File: src/rtl/cpu_fetch_decode_pkg.sv
// Shared definitions for the fetch/decode stage of the 8-bit processor:
// opcodes, ALU function codes, instruction field positions and FSM states.
package cpu_defs;

    localparam logic [7:0] OP_LOADI = 8'h00;
    localparam logic [7:0] OP_MOV   = 8'h01;
    localparam logic [7:0] OP_ADD   = 8'h02;
    localparam logic [7:0] OP_SUB   = 8'h03;
    localparam logic [7:0] OP_AND   = 8'h04;
    localparam logic [7:0] OP_OR    = 8'h05;
    localparam logic [7:0] OP_J     = 8'h06;
    localparam logic [7:0] OP_BEQ   = 8'h07;
    localparam logic [7:0] OP_HALT  = 8'hFF;

    localparam logic [2:0] ALU_FWD = 3'b000;
    localparam logic [2:0] ALU_ADD = 3'b001;
    localparam logic [2:0] ALU_AND = 3'b010;
    localparam logic [2:0] ALU_OR  = 3'b011;

    localparam int OP_LSB   = 24;
    localparam int DEST_LSB = 16;
    localparam int SRC1_LSB = 8;
    localparam int SRC2_LSB = 0;

    typedef enum logic {
        S_RUN  = 1'b0,
        S_HALT = 1'b1
    } state_e;

endpackage

File: src/rtl/cpu_fetch_decode_pc_next.sv
// Next fetch address: PC+4, optionally plus a sign-extended word offset.
// All arithmetic wraps silently modulo 2^PC_WIDTH.
module pc_next #(
    parameter int PC_WIDTH = 32
) (
    input  logic [PC_WIDTH-1:0] pc_i,
    input  logic [7:0]          offset_i,
    input  logic                take_i,
    output logic [PC_WIDTH-1:0] pc_next_o
);

    logic [PC_WIDTH-1:0] seq_pc;
    logic [PC_WIDTH-1:0] byte_off;

    assign seq_pc   = pc_i + PC_WIDTH'(4);
    assign byte_off = {{(PC_WIDTH-10){offset_i[7]}}, offset_i, 2'b00};
    assign pc_next_o = take_i ? seq_pc + byte_off : seq_pc;

endmodule

File: src/rtl/cpu_fetch_decode.sv
// Fetch/decode control stage: PC, RUN/HALT FSM, retired counter and
// combinational decode of the current instruction word.
module cpu_fetch_decode
    import cpu_defs::*;
#(
    parameter int PC_WIDTH  = 32,
    parameter int CNT_WIDTH = 16
) (
    input  logic                 CLK,
    input  logic                 RESET,
    input  logic [31:0]          INSTRUCTION,
    input  logic                 IMEM_BUSY,
    input  logic                 ZERO,
    output logic [PC_WIDTH-1:0]  PC,
    output logic [2:0]           WRITEREG,
    output logic [2:0]           READREG1,
    output logic [2:0]           READREG2,
    output logic                 WRITEENABLE,
    output logic [7:0]           IMMEDIATE,
    output logic [2:0]           ALUOP,
    output logic                 IMM_SEL,
    output logic                 NEG_SEL,
    output logic                 HALTED,
    output logic [CNT_WIDTH-1:0] RETIRED
);

    state_e               state_q, state_d;
    logic [PC_WIDTH-1:0]  pc_q, pc_d, pc_nxt;
    logic [CNT_WIDTH-1:0] ret_q, ret_d;

    logic [7:0] op;
    logic [7:0] dest;
    logic       dec_we;
    logic       legal;
    logic       is_j;
    logic       is_beq;
    logic       unused_bits;

    assign op   = INSTRUCTION[OP_LSB +: 8];
    assign dest = INSTRUCTION[DEST_LSB +: 8];

    assign WRITEREG  = INSTRUCTION[DEST_LSB +: 3];
    assign READREG1  = INSTRUCTION[SRC1_LSB +: 3];
    assign READREG2  = INSTRUCTION[SRC2_LSB +: 3];
    assign IMMEDIATE = INSTRUCTION[SRC2_LSB +: 8];

    assign unused_bits = ^INSTRUCTION[15:11];

    always_comb begin
        ALUOP   = ALU_FWD;
        IMM_SEL = 1'b0;
        NEG_SEL = 1'b0;
        dec_we  = 1'b0;
        legal   = 1'b1;
        is_j    = 1'b0;
        is_beq  = 1'b0;
        unique case (op)
            OP_LOADI: begin
                IMM_SEL = 1'b1;
                dec_we  = 1'b1;
            end
            OP_MOV: dec_we = 1'b1;
            OP_ADD: begin
                ALUOP  = ALU_ADD;
                dec_we = 1'b1;
            end
            OP_SUB: begin
                ALUOP   = ALU_ADD;
                NEG_SEL = 1'b1;
                dec_we  = 1'b1;
            end
            OP_AND: begin
                ALUOP  = ALU_AND;
                dec_we = 1'b1;
            end
            OP_OR: begin
                ALUOP  = ALU_OR;
                dec_we = 1'b1;
            end
            OP_J: is_j = 1'b1;
            OP_BEQ: begin
                ALUOP   = ALU_ADD;
                NEG_SEL = 1'b1;
                is_beq  = 1'b1;
            end
            default: legal = 1'b0;
        endcase
    end

    pc_next #(
        .PC_WIDTH (PC_WIDTH)
    ) u_pc_next (
        .pc_i      (pc_q),
        .offset_i  (dest),
        .take_i    (is_j | (is_beq & ZERO)),
        .pc_next_o (pc_nxt)
    );

    // Only a fetched instruction in RUN advances anything.
    always_comb begin
        state_d = state_q;
        pc_d    = pc_q;
        ret_d   = ret_q;
        if (state_q == S_RUN && !IMEM_BUSY) begin
            if (!legal) begin
                state_d = S_HALT;
            end else begin
                pc_d  = pc_nxt;
                ret_d = (&ret_q) ? ret_q : ret_q + CNT_WIDTH'(1);
            end
        end
    end

    always_ff @(posedge CLK) begin
        if (RESET) begin
            state_q <= S_RUN;
            pc_q    <= '0;
            ret_q   <= '0;
        end else begin
            state_q <= state_d;
            pc_q    <= pc_d;
            ret_q   <= ret_d;
        end
    end

    assign WRITEENABLE = dec_we & (state_q == S_RUN) & ~IMEM_BUSY & ~RESET;
    assign PC          = pc_q;
    assign HALTED      = (state_q == S_HALT);
    assign RETIRED     = ret_q;

endmodule

File: config.mk
export PLATFORM = sky130hd
export DESIGN_NAME = cpu_fetch_decode
export DESIGN_NICKNAME = d
export VERILOG_FILES = /design/src/rtl/cpu_fetch_decode_pkg.sv /design/src/rtl/cpu_fetch_decode_pc_next.sv /design/src/rtl/cpu_fetch_decode.sv
export SDC_FILE = /design/constraint.sdc
export NUM_CORES = 1
export LEC_CHECK = 0
export BUFFER_PORTS_ARGS = -buffer_cell sky130_fd_sc_hd__buf_2
export CAP_MARGIN = 15
export CORE_MARGIN = 2
export CORE_UTILIZATION = 50
export CTS_CLUSTER_SIZE = 8
export DETAILED_ROUTE_END_ITERATION = 8
export PLACE_DENSITY_LB_ADDON = 0.08
export SLEW_MARGIN = 25
export SYNTH_ARGS = -nofsm -noshare
export SYNTH_HDL_FRONTEND = slang
export SYNTH_HIERARCHICAL = 1
export SYNTH_SLANG_ARGS = --single-unit
File: constraint.sdc
create_clock -name CLK -period 4.81 [get_ports CLK]
set_input_delay 0.481 -clock CLK [delete_from_list [all_inputs] [get_ports CLK]]
set_output_delay 0.481 -clock CLK [all_outputs]
set_load 0.05 [all_outputs]
==> results.sh, run 1 <==
export IMPL_outcome="finished clean"
export IMPL_synth_simple_area_share_pct=27.0
export IMPL_first_pass_iters=5
export IMPL_clock_latency_ps=300
export IMPL_yosysMostFrequentCell="nand2_1"
export IMPL_startpoint_type="flop"
export IMPL_ys_seq_area_share_pct=20.9
export IMPL_antenna_found_initial=0
export IMPL_grt_use_total_pct=24.0
export IMPL_syn_cell_area_um2=4700
export IMPL_cts_hold_buf=0
export IMPL_yosys_area_top_type="dfxtp_1"
export IMPL_layout_nets=763
export IMPL_cts_tree="built"
export IMPL_dpl_cell_count=792
export IMPL_ys_seq_elements=49
export IMPL_clk_pin_slew_ps=80
export IMPL_worst_ep_required_time_ps=5030
export IMPL_fin_skew_ps=4.26
export IMPL_gp_congestion=0.893
export IMPL_avgSynthCellArea_um2=7.26
export IMPL_max_slew_worst_pin_slew_ps=984
export IMPL_die_h_um=101
export IMPL_wire_per_inst_um=15.1
export IMPL_cts_buffers_inserted=5
export IMPL_hold_viol=0
export IMPL_wirelength_um=12000
export IMPL_cap_violations=0
export IMPL_core_area_um2=9200
export IMPL_synthTopCellsByCount="100 x nand2_1, 94 x a21oi_1, 53 x nor2_1"
export IMPL_fmax_mhz=234
export IMPL_finalPower_uw=741
export IMPL_power_switching_uw=198
export IMPL_io_pin_count=108
export IMPL_syn_nets=723
export IMPL_endpoint_kind="flop"
export IMPL_worstPathArrival_ps=4490
export IMPL_synth_edff_count=0
export IMPL_area_growth_pct=7.58
export IMPL_post_cts_buffers=0
export IMPL_ctsResizeCount=0
export IMPL_via_per_inst=5.77
export IMPL_yosys_top_cells_area="dfxtp_1 21%, ha_1 10%, a21oi_1 10%"
export IMPL_ir_worst_vdd_mv=0.126
export IMPL_synth_cells=648
export IMPL_die_area_um2=10200
export IMPL_synth_cell_type_count=63
export IMPL_leakage_nw=2.21
export IMPL_numPortBuffers=76
export IMPL_pwr_share_clk_pct=31.7
export IMPL_cts_htree_levels=2
export IMPL_setup_viol=0
export IMPL_whs_ps=469
export IMPL_clockBufferDepth=2
export IMPL_synth_mux_area_share_pct=0.931
export IMPL_power_internal_uw=543
export IMPL_grt_first_pass_wirelength_um=20100
export IMPL_synth_compound_area_share_pct=23.4
export IMPL_synthFlopType="dfxtp_1"
export IMPL_post_route_cells_drive_above_1_share_pct=15.2
export IMPL_grt_max_degree=58
export IMPL_fillCellCount=941
export IMPL_ys_warn_count=6
export IMPL_num_rows=35
export IMPL_slew_headroom_pct=34.4
export IMPL_p_per_area_nw_per_um2=147
export IMPL_drv_slew=0
export IMPL_rsz0062_at_grt="no"
export IMPL_layoutNonFillerInstCount=800
export IMPL_period_share_pct=88.9
export IMPL_ant_nets=0
export IMPL_grt_ovfl_total=0
export IMPL_min_path_type="reg -> reg"
export IMPL_yosys_area_top_type_share_pct=20.9
export IMPL_cts_root_buf="clkbuf_8"
export IMPL_power_frac_seq_pct=54.9
export IMPL_setup_tns_final_ps=0
export IMPL_drc_errors=0
export IMPL_vias=4613
export IMPL_cp_max_fo=8
export IMPL_start_util_pct=51.1
export IMPL_cts_sinks=49
export IMPL_drt_initial_drc_count=328
export IMPL_dp_slack_ps=627
export IMPL_synth_fa_ha_area_share_pct=10.5
export IMPL_synth_top_family_by_area="simple AND/OR/NAND/NOR gates"
export IMPL_p_sw_share_pct=26.8
export IMPL_layout_min_cycle_time_ps=4270
export IMPL_worstSetupPathType="reg -> reg"
export IMPL_hpwl_um=9060
export IMPL_diodes=0
export IMPL_power_share_combinational_pct=13.4
export IMPL_synthXorXnorAreaFrac_pct=9.87
export IMPL_async_flop_share_pct=0
export IMPL_grt_pass1_vias=4151
export IMPL_fp_dieW_um=101
export IMPL_setup_ws_ps=536
==> worst max-delay path, cell delays in order (launching register included) <==
cell	delay, ps
dfxtp_1	430
and4_1	280
and3_1	230
nand2_1	100
or3_1	390
nor2_1	160
xor2_1	240
ha_1	370
a221oi_1	400
nand3_1	110
o21ai_0	340
o221ai_1	270
o21ai_0	260
xnor2_1	140
nand2_1	80
xnor2_1	170
nand2_1	60
a21oi_1	140
==> area by class of cell <==
| type | count | area (um^2) | share of cell area, % |
|---|---|---|---|
| clock buffers | 8 | 80.1 | 1.58 |
| inverters | 17 | 63.8 | 1.26 |
| multi-input cells | 535 | 3380 | 66.9 |
| flip-flops and latches | 49 | 981 | 19.4 |
| well taps | 111 | 139 | 2.75 |
| repair buffers | 80 | 410 | 8.11 |
==> cells in the final DEF, fill, tap and decap left out, types with 9 or more instances in the layout <==
master,netlist,final
a21o_1,17,17
a21oi_1,94,94
buf_2,6,76
dfxtp_1,49,49
ha_1,38,38
inv_1,17,17
nand2_1,100,100
nand3_1,23,23
nand4_1,14,14
nor2_1,53,53
nor3_1,10,9
o21ai_0,24,24
o31ai_1,11,11
or3_1,12,12
or4_1,11,11
xnor2_1,26,26
xor2_1,27,27
==> final timing paths <==
| check | start | end | slack, ps | depth (start not counted) |
|---|---|---|---|---|
| setup reg to reg | PC[5] | PC[31] | 540 | 17 |
| hold / removal | PC[13] | PC[13] | 470 | 2 |
| setup / recovery | PC[5] | PC[31] | 540 | 17 |
| hold reg to reg | PC[13] | PC[13] | 470 | 2 |
==> metrics by stage <==
step                      utilization, %  instance area (um^2)
after floorplan                        -                  4700
after detailed placement            54.1                  4980
after CTS                           55.0                  5060
final                               55.0                  5060
after global placement              54.1                  4980
after global routing                55.0                  5060
==> power by group through the flow <==
stage / sequential (mW) / combinational [mW] / clock [mW]
3_5_place_dp: 0.417 / 0.0978 / 0
6_report: 0.407 / 0.0990 / 0.235
3_3_place_gp: 0.417 / 0.0960 / 0
4_1_cts: 0.407 / 0.0986 / 0.247
2_1_floorplan: 0.419 / 0.0994 / 0
5_1_grt: 0.408 / 0.109 / 0.264
==> layer usage <==
| metal | vias up | global-route usage, % | wire length (um) | part of all wire, % |
|---|---|---|---|---|
| li1 | 2361 | - | - | - |
| met1 | 2100 | 36.4 | 6060 | 50 |
| met2 | 134 | 36.1 | 5110 | 42 |
| met3 | 18 | 2.57 | 672 | 5.6 |
| met4 | 0 | 6.24 | 201 | 1.7 |
| met5 | - | 0 | 0 | 0 |
==> registers in the layout, summed over array words and instances, names as in the netlist <==
register  cells
HALTED        1
PC           32
RETIRED      16
==> kinds of logic after synthesis <==
logic type | after synthesis
simple gates | 259
flops | 49
other cells | 1
xor+xnor | 53
buf+inv | 64
fa+ha+maj | 39
compound gates | 179
mux | 4
No activity file was read; power rests on OpenSTA's default activity.
==> inputs of run 2 (changes only) <==
--- a/config.mk
+++ b/config.mk
@@ -9,8 +9,10 @@
 export CAP_MARGIN = 15
 export CORE_MARGIN = 2
 export CORE_UTILIZATION = 50
+export CTS_CLUSTER_DIAMETER = 100
 export CTS_CLUSTER_SIZE = 8
 export DETAILED_ROUTE_END_ITERATION = 8
+export GPL_TIMING_DRIVEN = 0
 export PLACE_DENSITY_LB_ADDON = 0.08
 export SLEW_MARGIN = 25
 export SYNTH_ARGS = -nofsm -noshare
==> run 2 against run 1 <==
First-iteration DRC count down 28%; total power is 5.8% higher; core utilization is 3.4 points higher; clock power about the same; critical path depth did not move; largest cell class unchanged; largest power group unchanged.
==> results.sh, run 2 (synthesis gave the netlist of run 1 again) <==
export IMPL_cts_buffers_inserted=5
export IMPL_die_h_um=101
export IMPL_setup_tns_final_ps=0
export IMPL_final_cell_mix="100 x nand2_1, 95 x buf_2, 94 x a21oi_1"
export IMPL_grt_ovfl_total=0
export IMPL_worstSetupPathType="reg -> reg"
export IMPL_clock_latency_ps=300
export IMPL_cts_sinks=49
export IMPL_layout_min_cycle_time_ps=4340
export IMPL_hold_viol=0
export IMPL_num_rows=35
export IMPL_layoutNonFillerInstCount=856
export IMPL_leakage_nw=2.41
export IMPL_largest_reg_flops=32
export IMPL_critical_path_startpoint="PC[10]"
export IMPL_final_core_util_pct=58.4
export IMPL_worst_ep_required_time_ps=5040
export IMPL_period_share_pct=90.2
export IMPL_rsz0062_at_grt="no"
export IMPL_whs_ps=476
export IMPL_antenna_found_initial=0
export IMPL_numPortBuffers=89
export IMPL_wire_per_inst_um=14.9
export IMPL_vias=4878
export IMPL_crit_end="PC[31]"
export IMPL_post_route_cells_drive_above_1_share_pct=19.3
export IMPL_setup_ws_ps=474
export IMPL_endpoint_kind="flop"
export IMPL_area_growth_pct=14.3
export IMPL_grt_max_degree=30
export IMPL_multi_input_area_um2=3380
export IMPL_clk_pin_slew_ps=90
export IMPL_fmax_mhz=231
export IMPL_regArea_um2=981
export IMPL_cts_hold_buf=0
export IMPL_dpl_cell_count=848
export IMPL_startpoint_type="flop"
export IMPL_pwr_share_clk_pct=30.2
export IMPL_cts_root_buf="clkbuf_8"
export IMPL_outcome="finished clean"
export IMPL_ir_worst_vdd_mv=0.142
export IMPL_cap_violations=0
export IMPL_min_path_type="reg -> reg"
export IMPL_drt_initial_drc_count=237
export IMPL_fp_dieW_um=101
export IMPL_max_slew_worst_pin_slew_ps=610
export IMPL_post_cts_buffers=0
export IMPL_drc_errors=0
export IMPL_p_per_area_nw_per_um2=146
export IMPL_r2r_cells=17
export IMPL_slew_headroom_pct=59.3
export IMPL_cts_tree="built"
export IMPL_worstPathArrival_ps=4570
export IMPL_setup_viol=0
export IMPL_r2r_start="PC[10]"
export IMPL_r2r_end="PC[31]"
export IMPL_power_frac_seq_pct=51.9
export IMPL_power_switching_uw=229
export IMPL_grt_first_pass_wirelength_um=21300
export IMPL_layout_nets=819
export IMPL_io_pin_count=108
export IMPL_fin_skew_ps=7.58
export IMPL_core_area_um2=9200
export IMPL_first_pass_iters=5
export IMPL_power_share_combinational_pct=17.9
export IMPL_gp_congestion=0.876
export IMPL_drv_slew=0
export IMPL_fillCellCount=934
export IMPL_start_util_pct=51.1
export IMPL_clockBufferDepth=2
export IMPL_ant_nets=0
export IMPL_die_area_um2=10200
export IMPL_via_per_inst=5.70
export IMPL_hpwl_um=10200
export IMPL_final_common_cell="nand2_1"
export IMPL_wirelength_um=12700
export IMPL_diodes=0
export IMPL_power_internal_uw=556
export IMPL_grt_use_total_pct=25.2
export IMPL_ctsResizeCount=0
export IMPL_cp_max_fo=8
export IMPL_cts_htree_levels=2
export IMPL_grt_pass1_vias=4546
export IMPL_dp_slack_ps=560
export IMPL_p_sw_share_pct=29.1
export IMPL_worst_r2r_setup_slack_ps=470
-- run 2: changes by cell type in the layout (fill, tap and decap cells not counted) --
cell        delta
buf_1          +1
nor3_1         +1
clkinvlp_4     +2
nor3_2         -1
clkbuf_1      +15
buf_6          +2
buf_4         +17
buf_2         +19
-- run 2: metal layers --
layer	track usage (%)	routed length, um	vias up
met5	0	0	-
met4	6.55	193	0
met3	3.61	767	17
met2	40.9	5670	148
met1	35.1	6090	2231
li1	-	-	2482
-- run 2: layout make-up --
cell class,count,area share [%]
Buffer,47,5.17
Clock buffer,6,1.35
Clock inverter,2,0.279
Inverter,17,1.19
Multi-Input combinational cell,535,62.9
Sequential cell,49,18.3
Tap cell,111,2.58
Timing Repair Buffer,89,8.29
-- run 2: power groups by stage --
stage               registers, mW  clock network (mW)  logic [mW]
floorplan                   0.419                   0      0.0994
global placement            0.417                   0       0.136
detailed placement          0.417                   0       0.139
CTS                         0.407               0.244       0.140
global route                0.407               0.260       0.153
finish                      0.407               0.237       0.140
-- run 2: worst min-delay path by stage --
stage	from	end	cells past startpoint
after detailed placement	PC[1]	PC[1]	2
final	PC[1]	PC[1]	2
after CTS	PC[1]	PC[1]	2
after global placement	PC[1]	PC[1]	2
after global routing	PC[13]	PC[13]	2
after floorplan	IMEM_BUSY	HALTED	3
-- run 2: per-stage QoR --
stage / instance area [um^2] / power, mW
after floorplan: 4700 / 0.519
after global placement: 5290 / 0.553
final: 5370 / 0.784
after CTS: 5370 / 0.791
after global routing: 5370 / 0.820
after detailed placement: 5290 / 0.556
-- run 2: critical path, cell delays in order (launching register included) --
cell and delay (ps):
dfxtp_1 460, nand3_1 150, or3_1 400, or3_1 460, nor2_1 140, xor2_1 260, ha_1 280, buf_2 170
a221oi_1 370, nand3_1 120, o21ai_0 350, o221ai_1 220, o21ai_0 250, xnor2_1 170, nand2_1 100, xnor2_1 190
nand2_1 70, a21oi_1 110
